[src/rtl/bool_reduce_ctrl.sv]
// bool_reduce_ctrl
//   Serial reduction controller. Operand buses are streamed one per
//   valid/ready handshake and folded through one shared 2-input bus
//   combiner (AND / OR / XOR). The NAND, NOR and XNOR variants invert the
//   final value. The result is presented on a valid/ready output port.
//
// Ports
//   clk        rising-edge clock
//   rst_n      asynchronous active-low reset
//   start      command strobe, sampled only while idle
//   op         000 AND, 001 OR, 010 XOR, 011 NAND, 100 NOR, 101 XNOR
//   nb_ins     operand count for the command (2..MAX_INS)
//   in_valid   operand valid
//   in_ready   operand accept (high for the whole accumulate phase)
//   in_bus     operand data
//   out_valid  result valid
//   out_ready  result consumer ready
//   out_bus    result data; keeps the last result until the next one loads
//   busy       controller is not idle
//   err        one-cycle pulse when a command is rejected
module bool_reduce_ctrl #(
  parameter int BUS_WIDTH = 8,
  parameter int MAX_INS   = 8,
  parameter int CNT_WIDTH = 4
) (
  input  logic                 clk,
  input  logic                 rst_n,
  input  logic                 start,
  input  logic [2:0]           op,
  input  logic [CNT_WIDTH-1:0] nb_ins,
  input  logic                 in_valid,
  output logic                 in_ready,
  input  logic [BUS_WIDTH-1:0] in_bus,
  output logic                 out_valid,
  input  logic                 out_ready,
  output logic [BUS_WIDTH-1:0] out_bus,
  output logic                 busy,
  output logic                 err
);

  typedef enum logic [1:0] {IDLE, ACCUM, DONE} state_t;

  localparam logic [2:0] OP_AND  = 3'd0;
  localparam logic [2:0] OP_OR   = 3'd1;
  localparam logic [2:0] OP_XOR  = 3'd2;
  localparam logic [2:0] OP_NAND = 3'd3;
  localparam logic [2:0] OP_NOR  = 3'd4;
  localparam logic [2:0] OP_XNOR = 3'd5;

  state_t               state;
  logic [2:0]           op_q;
  logic [CNT_WIDTH-1:0] nb_q;
  logic [CNT_WIDTH-1:0] cnt;
  logic [BUS_WIDTH-1:0] acc;
  logic [BUS_WIDTH-1:0] acc_next;
  logic                 last_operand;

  // Base 2-input function shared by a variant and its inverted twin.
  function automatic logic [BUS_WIDTH-1:0] combine(
    input logic [2:0]           f,
    input logic [BUS_WIDTH-1:0] a,
    input logic [BUS_WIDTH-1:0] b
  );
    case (f)
      OP_AND, OP_NAND: combine = a & b;
      OP_OR,  OP_NOR:  combine = a | b;
      default:         combine = a ^ b;
    endcase
  endfunction

  function automatic logic inverted(input logic [2:0] f);
    inverted = (f == OP_NAND) || (f == OP_NOR) || (f == OP_XNOR);
  endfunction

  function automatic logic cmd_legal(
    input logic [2:0]           f,
    input logic [CNT_WIDTH-1:0] n
  );
    cmd_legal = (f <= OP_XNOR) && (n >= CNT_WIDTH'(2)) &&
                (n <= CNT_WIDTH'(MAX_INS));
  endfunction

  // First operand seeds the accumulator; later ones fold into it.
  assign acc_next     = (cnt == '0) ? in_bus : combine(op_q, acc, in_bus);
  assign last_operand = (cnt == nb_q - CNT_WIDTH'(1));

  assign in_ready = (state == ACCUM);
  assign busy     = (state != IDLE);

  always_ff @(posedge clk or negedge rst_n) begin
    if (!rst_n) begin
      state     <= IDLE;
      op_q      <= '0;
      nb_q      <= '0;
      cnt       <= '0;
      acc       <= '0;
      out_bus   <= '0;
      out_valid <= 1'b0;
      err       <= 1'b0;
    end else begin
      err <= 1'b0;
      case (state)
        IDLE: begin
          if (start) begin
            if (cmd_legal(op, nb_ins)) begin
              op_q  <= op;
              nb_q  <= nb_ins;
              cnt   <= '0;
              state <= ACCUM;
            end else begin
              err <= 1'b1;
            end
          end
        end
        ACCUM: begin
          if (in_valid) begin
            acc <= acc_next;
            cnt <= cnt + CNT_WIDTH'(1);
            if (last_operand) begin
              out_bus   <= inverted(op_q) ? ~acc_next : acc_next;
              out_valid <= 1'b1;
              state     <= DONE;
            end
          end
        end
        DONE: begin
          if (out_ready) begin
            out_valid <= 1'b0;
            state     <= IDLE;
          end
        end
        default: state <= IDLE;
      endcase
    end
  end

endmodule

[config.mk]
export PLATFORM = sky130hd
export DESIGN_NAME = bool_reduce_ctrl
export DESIGN_NICKNAME = d
export VERILOG_FILES = /design/src/rtl/bool_reduce_ctrl.sv
export SDC_FILE = /design/constraint.sdc
export NUM_CORES = 1
export LEC_CHECK = 0
export ABC_CLOCK_PERIOD_IN_PS = 2110
export CAP_MARGIN = 20
export CORE_UTILIZATION = 55
export CTS_CLUSTER_DIAMETER = 150
export DETAILED_ROUTE_END_ITERATION = 7
export PLACE_DENSITY = 0.86
export SLEW_MARGIN = 15
export SYNTH_ARGS = -nofsm -noshare
export SYNTH_HDL_FRONTEND = slang
export SYNTH_SLANG_ARGS = --single-unit
[constraint.sdc]
create_clock -name clk -period 2.11 [get_ports clk]
set_input_delay 0.422 -clock clk [delete_from_list [all_inputs] [get_ports clk]]
set_output_delay 0.422 -clock clk [all_outputs]
set_load 0.005 [all_outputs]
Word level (Yosys, flattened, before mapping)
Index checks and enable logic that the tools add are counted.
{"block": "word_totals", "regBits": 31, "in_bits": 20, "out_inout_bits": 12, "wordCells": 67}
{"block": "classes", "add_sub_neg": 2, "magnitude_cmp": 3, "eq_ne": 12, "mux": 20, "bitwise": 4, "n_reduce_logical": 18}
{"operator": "$mux W8", "n": 2}
{"operator": "$pmux W8 S2", "n": 1}
{"operator": "$mux W4", "n": 3}
{"operator": "$mux W2", "n": 5}
{"operator": "$and A8 B8 Y8", "n": 1}
{"operator": "$ne A2 B2 Y1 const B", "n": 4}
{"operator": "$not A8 Y8", "n": 1}
{"operator": "$or A8 B8 Y8", "n": 1}
{"operator": "$pmux W4 S2", "n": 1}
{"operator": "$reduce_and A4 Y1", "n": 2}
{"operator": "$xor A8 B8 Y8", "n": 1}
{"operator": "$eq A3 B3 Y1 const B", "n": 2}
{"operator": "$mux W1", "n": 6}
{"operator": "$pmux W2 S3", "n": 1}
{"operator": "$reduce_and A3 Y1", "n": 2}
{"operator": "$reduce_bool A2 Y1", "n": 3}
{"operator": "$reduce_and A5 Y1", "n": 1}
{"operator": "$add A4 B1 Y4 const B", "n": 1}
{"operator": "$eq A4 B4 Y1", "n": 1}
{"operator": "$ge A4 B2 Y1 const B", "n": 1}
{"operator": "$le A4 B4 Y1 const B", "n": 1}
{"operator": "$logic_not A4 Y1", "n": 1}
{"operator": "$reduce_or A2 Y1", "n": 2}
{"operator": "$sub A4 B1 Y4 const B", "n": 1}
{"operator": "12 further kinds", "n": 14}

Depth between registers and ports, before layout
Gate-level depths: netlist of run 1.
{"block": "depth", "ltp_word": 6, "ltp_mapped": 8, "depth_no_buf": 7}

Worst setup path before layout of run 1
Ideal clock, no wire load.
{"block": "synth_timing", "path_type": "input to register", "startpoint": "input nb_ins[2]", "endpoint": "register nb_q[0]", "setup_ps": 125, "t_arrival_ps": 1796, "required_ps": 1985, "slack_ps": 189, "path_stages": 5, "path_buffers": 1, "cell_sequence": "or4b_1 -> a22o_1 -> or2_4 -> buf_6 -> mux2_4"}
{"block": "synth_via", "elab_chain_cells": 4, "word_cells_on_any_way": 5, "classes_between": "order compare: 2; reduce/logical: 3"}
{"item": "start, declared", "line_no": "30", "source": "input logic [CNT_WIDTH-1:0] nb_ins,"}
{"item": "$ge A4 B2 Y1", "line_no": "79", "source": "cmd_legal = (f <= OP_XNOR) && (n >= CNT_WIDTH'(2)) &&"}
{"item": "$logic_and A1 B1 Y1", "line_no": "79"}
{"item": "$logic_and A1 B1 Y1 *", "line_no": "79"}
{"item": "$reduce_and A3 Y1 (no line) *"}
{"item": "end signal, assigned", "line_no": "107", "source": "nb_q <= nb_ins;"}
{"item": "end, declared", "line_no": "52", "source": "logic [CNT_WIDTH-1:0] nb_q;"}
Every way passes the cells marked *; elsewhere a longest branch is shown, timed or not.
A chain may end at the register's enable or synchronous reset.

Worst setup path after layout of run 1
{"block": "layout_timing", "startpoint": "input nb_ins[2]", "endpoint": "register op_q[0]"}
{"block": "layout_via", "elab_chain_cells": 4, "word_cells_on_any_way": 5, "classes_between": "order compare: 2; reduce/logical: 3"}
{"item": "$ge A4 B2 Y1", "line_no": "79"}
{"item": "$logic_and A1 B1 Y1", "line_no": "79"}
{"item": "$logic_and A1 B1 Y1 *", "line_no": "79"}
{"item": "$reduce_and A3 Y1 (no line) *"}
{"item": "end signal, assigned", "line_no": "106", "source": "op_q <= op;"}
{"item": "end, declared", "line_no": "51", "source": "logic [2:0] op_q;"}
Marks and branches as above.

==> results.toml, run 1 <==
[outcome]
status = "finished clean"

[final_layout]
final_cells = 332
final_cell_area_um2 = 2840
final_cell_mix = "dfrtp_1, clkdlybuf4s50_1, inv_1"
drive_gt1_share_pct = 17.3
syn2layout_area_growth_pct = 28.1
final-seq-area_um2 = 776
n_antenna_cell = 0
fin_nets = 322
multi_input_area_um2 = 1280
nFillCells = 272

[timing]
hold_viol = 0
slew_headroom_pct = 73.4
max_freq_mhz = 490
setup_viol_count_final = 0
worstMarginPinSlew_ns = 0.399
fin_crit_ns = 2.04
drv_slew = 0
setup_ws_ns = 0.0695
clock_skew_ns = 0.00482
rsz0062_at_grt = "no"
fin_crit_sh_pct = 96.7
fin_hold_ws_ns = 0.521

[route]
drt_iter0_markers = 90
dr.pass1.iters = 4
route.met3.wl_um = 217
wl_met2_mm = 2.51
via_count = 1840
drt-wirelength-per-cell_um = 14.4
drc = 0
wl_mm = 4.80
drt-vias-per-instance = 5.54
top_layer_used = "met4"
detail-route-antenna-nets = 0
wl_met1_mm = 2.01

[power_and_ir_drop]
p_seq_share_pct = 25.4
cell_internal_pwr_mw = 2.59
power_frac_comb_pct = 62.8
p_sw_mw = 1.83
power.share.switching_pct = 41.5
power_mw = 4.42
p_leak_nw = 1.28
ir_drop_mv = 0.989
clkPwrFrac_pct = 11.9
p_per_area_nw_per_um2 = 1560

[floorplan]
rows = 22
core_area_um2 = 3770
die_area_um2 = 4280
fp.dieH_um = 65.4
initial_utilization_pct = 58.7
ioPinCount = 32
dieWidth_um = 65.4

[critical_path]
crit_slowest_cell = "or4b_1"
r2r-start = "nb_q[0]"
crit_buf_inv = 1
crit_type = "in -> reg"
start_kind = "input pin"
critPathRequiredTime_ns = 2.28
crit_fanout = 10
path_cells = "clkdlybuf4s50_1 > or4b_1 > a22o_1 > or2_4 > mux2_4"
r2r_slack_ns = 0.11
cp_slowest_stage_delay_ns = 0.53
cp.arrival_ns = 2.21
worstRegToRegCells = 8
reg2reg_to = "out_bus[1]"
endpoint_kind = "flop"
path_delay_family = "simple AND/OR/NAND/NOR gates"

[synthesis]
yosys_warnings = 0
synth_compound_area_share_pct = 15.5
ys_ff_latch = 31
synthFlopType = "dfrtp_1"
synth_mux_area_share_pct = 6.44
synth.avg_cell_area_um2 = 9.54
syn-instance-count = 232
seq_area_frac_synth_pct = 35.0
synth_top_family_by_area = "simple AND/OR/NAND/NOR gates"
synth_edf_count = 0
synthDistinctLibCells = 42
yosys.area_share.simple_pct = 19.2
synth_area_um2 = 2210
synth_nets = 271
synthAdderAreaFrac_pct = 10.7
synth-xor-area-share_pct = 5.94
async_flop_share_pct = 100

[hold_path]
hold_start = "out_bus[2]"
min_path_cells = 1
hold_path_class = "reg -> reg"
min_to = "out_bus[2]"

[placement]
port_buffers = 31
dp.cells = 324
detailed_place_hpwl_mm = 3.67
placed_area_um2 = 2730
place_congestion = 0.858
dp_slack_ns = -0.236

[grt]
grt_usage_pct = 25.2
antenna_found_initial = 0
grt_pass1_wl_mm = 8.02
grt_max_degree = 32
grt_overflow = 0
grt_pass1_vias = 1789

[clock_network]
cts_tree = "yes"
cts_buffers = 5
ctsLongestPathBuffers = 2
htreeDepth = 2
cts_setup_buffers = 0
clock-root-buffer = "clkbuf_8"
ctsResizeCount = 0
holdBufCountCts = 0
worstSkewPairLatency_ns = 0.29
clock_sinks = 31
clk_pin_slew_worst_paths_ns = 0.07

[job]
max_cap_viol_count = 0
[power by group through the flow]
stage / Combinational, mW / Sequential [mW] / Clock [mW]
floorplan: 1.84 / 1.06 / 0
global placement: 2.65 / 1.12 / 0
detailed placement: 2.76 / 1.14 / 0
CTS: 2.78 / 1.12 / 0.533
global route: 3.04 / 1.16 / 0.564
finish: 2.77 / 1.12 / 0.524
[worst max-delay path by stage]
stage / start / endpoint / slack (ns) / cells after the start
floorplan: nb_ins[2] / nb_q[0] / 0.19 / 5
global placement: nb_ins[2] / op_q[0] / -0.18 / 5
detailed placement: nb_ins[2] / nb_q[0] / -0.24 / 5
CTS: nb_q[0] / out_bus[1] / 0.02 / 8
global route: nb_q[0] / out_bus[3] / 0.01 / 8
finish: nb_ins[2] / op_q[0] / 0.07 / 5
[metrics by stage]
step | TNS (ns) | util, %
finish | 0 | 75.2
global route | 0 | 75.2
CTS | 0 | 75.1
detailed placement | -3.06 | 72.3
global placement | -2.06 | 72.3
floorplan | 0 | -
[cell usage after synthesis, types with 2 or more instances]
master	instances	share of area (%)
dfrtp_1	31	35
inv_1	24	4.1
ha_1	19	11
o21ai_0	15	3.4
nand2_1	14	2.4
nor2b_1	14	4.0
nor2_1	11	1.9
a21oi_1	9	2.0
xnor2_1	9	3.6
o211ai_1	6	2.0
xor2_1	6	2.4
clkbuf_1	5	0.85
mux2_4	5	3.4
o31ai_1	5	1.7
o32ai_1	5	2.0
buf_2	4	0.90
mux2_2	4	2.0
nand2b_1	4	1.1
nand3_1	4	0.90
and2_1	3	0.85
nand3b_1	3	1.0
nand4bb_1	3	1.5
nor3b_1	3	1.0
o22ai_1	3	0.85
o31a_1	3	1.2
or4bb_1	3	1.5
buf_6	2	1.0
[kinds of logic after synthesis]
family,after synthesis
muxes,10
adders and majority gates,19
buffers and inverters,36
and+or+nand+nor,69
xor gates and xnor gates,15
DFF,31
AOI/OAI and AO/OA,52
[final cells by class]
cell class                      instances  share of cell area (%)
Multi-Input combinational cell        165                    45.1
Sequential cell                        31                    27.4
Timing Repair Buffer                   56                    18.6
Clock buffer                            7                    3.40
Inverter                               24                    3.18
Tap cell                               48                    2.12
Clock inverter                          1                   0.265
[registers in the layout (all words and copies together), names as in the netlist]
signal / cells
state: 2
out_bus: 8
out_valid: 1
cnt: 4
nb_q: 4
op_q: 3
acc: 8
err: 1
[metal layers]
layer  global-route usage, %  vias to the layer above
li1                        -                      905
met1                    28.8                      875
met2                    45.9                       50
met3                    5.38                       10
met4                    8.70                        0
met5                       0                        -
No activity file was read; power rests on OpenSTA's default activity.
==> run 2: changes to the inputs <==
--- a/config.mk
+++ b/config.mk
@@ -7,10 +7,10 @@
 export LEC_CHECK = 0
 export ABC_CLOCK_PERIOD_IN_PS = 2110
 export CAP_MARGIN = 20
-export CORE_UTILIZATION = 55
+export CORE_UTILIZATION = 30
 export CTS_CLUSTER_DIAMETER = 150
 export DETAILED_ROUTE_END_ITERATION = 7
-export PLACE_DENSITY = 0.86
+export PLACE_DENSITY = 0.54
 export SLEW_MARGIN = 15
 export SYNTH_ARGS = -nofsm -noshare
 export SYNTH_HDL_FRONTEND = slang
==> run 2 against run 1 <==
  * Final area increased by 0.79%
  * First-iteration DRC count decreased by 48%
  * Worst setup slack improved by 0.018 ns
  * Clock power increased by 13%
  * Critical endpoint unchanged
==> results.toml, run 2 (synthesis results as in run 1) <==
[outcome]
status = "finished clean"

[route]
dr.pass1.iters = 4
wl_mm = 4.54
drt-vias-per-instance = 4.64
drt_iter0_markers = 47
detail-route-antenna-nets = 0
drt-wirelength-per-cell_um = 12.1
drc = 0
via_count = 1746

[critical_path]
start_kind = "input pin"
crit_buf_inv = 1
cp.arrival_ns = 2.19
critPathRequiredTime_ns = 2.28
crit_slowest_cell = "or4b_1"
crit_type = "in -> reg"
cp_slowest_stage_delay_ns = 0.52
crit_fanout = 12
cp_num_cells = 5
worstRegToRegCells = 7
endpoint_kind = "flop"
path_cells = "clkdlybuf4s50_1 > or4b_1 > a22o_1 > or2_4 > mux2_4"
path_delay_family = "simple AND/OR/NAND/NOR gates"

[timing]
max_freq_mhz = 495
fin_hold_ws_ns = 0.515
rsz0062_at_grt = "no"
setup_tns_ns = 0
drv_slew = 0
fin_crit_sh_pct = 95.8
clock_skew_ns = 0.00810
setup_viol_count_final = 0
worstMarginPinSlew_ns = 0.516
setup_ws_ns = 0.0879
hold_viol = 0
slew_headroom_pct = 65.6
fin_crit_ns = 2.02

[grt]
grt_pass1_wl_mm = 7.76
grt_usage_pct = 13.4
use_met2_pct = 22.3
grt_overflow = 0
grt_use_met1_pct = 16.4
grt_pass1_vias = 1692
grt_max_degree = 32
grt_busiest_layer = "met2"
antenna_found_initial = 0
grt_util_met3_pct = 4.62

[clock_network]
ctsLongestPathBuffers = 2
ctsResizeCount = 0
clock_sinks = 31
clk_pin_slew_worst_paths_ns = 0.07
cts_buffers = 5
cts_setup_buffers = 0
cts_tree = "yes"
worstSkewPairLatency_ns = 0.29
clock-root-buffer = "clkbuf_8"
htreeDepth = 2
holdBufCountCts = 0

[final_layout]
drive_gt1_share_pct = 16.1
final_cells = 376
final_cell_mix = "dfrtp_1, clkdlybuf4s50_1, inv_1"
final_core_util_pct = 41.2
fin_nets = 318
syn2layout_area_growth_pct = 29.1
biggestRegsByFlops = "acc (8), out_bus (8)"
nFillCells = 692
final_cell_area_um2 = 2860
n_antenna_cell = 0

[floorplan]
core_area_um2 = 6940
ioPinCount = 32
dieWidth_um = 87.9
initial_utilization_pct = 31.9
rows = 30
fp.dieH_um = 87.9
die_area_um2 = 7730

[placement]
dp.cells = 368
detailed_place_hpwl_mm = 3.42
place_congestion = 0.733
port_buffers = 31
placed_area_um2 = 2750
dp_slack_ns = -0.215

[power_and_ir_drop]
p_per_area_nw_per_um2 = 1510
power_mw = 4.32
ir_drop_mv = 0.552
p_leak_nw = 1.27

[hold_path]
hold_path_class = "reg -> reg"
min_path_cells = 1

[job]
max_cap_viol_count = 0
run 2: cell types whose count changed in the layout (fill, tap and decap cells not counted), sizes merged:
cell and change:
buf -4, clkinv +2, clkbuf -2, clkinvlp -1, bufinv +1
run 2: area by class of cell:
type	count	area (um^2)	share of cell area [%]
Clock buffer	5	68.8	2.41
Clock inverter	3	43.8	1.53
Inverter	24	90.1	3.15
Multi-Input combinational cell	165	1280	44.7
Sequential cell	31	776	27.1
Tap cell	96	120	4.20
Timing Repair Buffer	52	480	16.8
run 2: worst paths after layout:
kind	slack (ns)	from	end
setup / recovery	0.09	nb_ins[2]	op_q[0]
hold / removal	0.52	out_bus[0]	out_bus[0]
setup reg to reg	0.14	nb_q[0]	out_bus[2]
hold reg to reg	0.52	out_bus[0]	out_bus[0]
max in group asynchronous	1.29	rst_n	acc[7]
min in group asynchronous	0.53	rst_n	acc[4]
run 2: where the power goes:
| part | internal [mW] | total [mW] | switching (mW) |
|---|---|---|---|
| Clock | 0.351 | 0.594 | 0.243 |
| Sequential | 0.876 | 1.14 | 0.269 |
| Combinational | 1.34 | 2.58 | 1.25 |
run 2: metal layers:
metal | up-vias | wire, um
met2 | 25 | 2170
met5 | - | 0
met4 | 0 | 32
li1 | 899 | -
met1 | 818 | 2170
met3 | 4 | 175
==> run 3: changes to the inputs <==
--- a/config.mk
+++ b/config.mk
@@ -9,6 +9,7 @@
 export CAP_MARGIN = 20
 export CORE_UTILIZATION = 30
 export CTS_CLUSTER_DIAMETER = 150
+export CTS_CLUSTER_SIZE = 28
 export DETAILED_ROUTE_END_ITERATION = 7
 export PLACE_DENSITY = 0.54
 export SLEW_MARGIN = 15
==> results of run 3 <==
The final DEF is identical to that of run 2; final timing and power are the same.
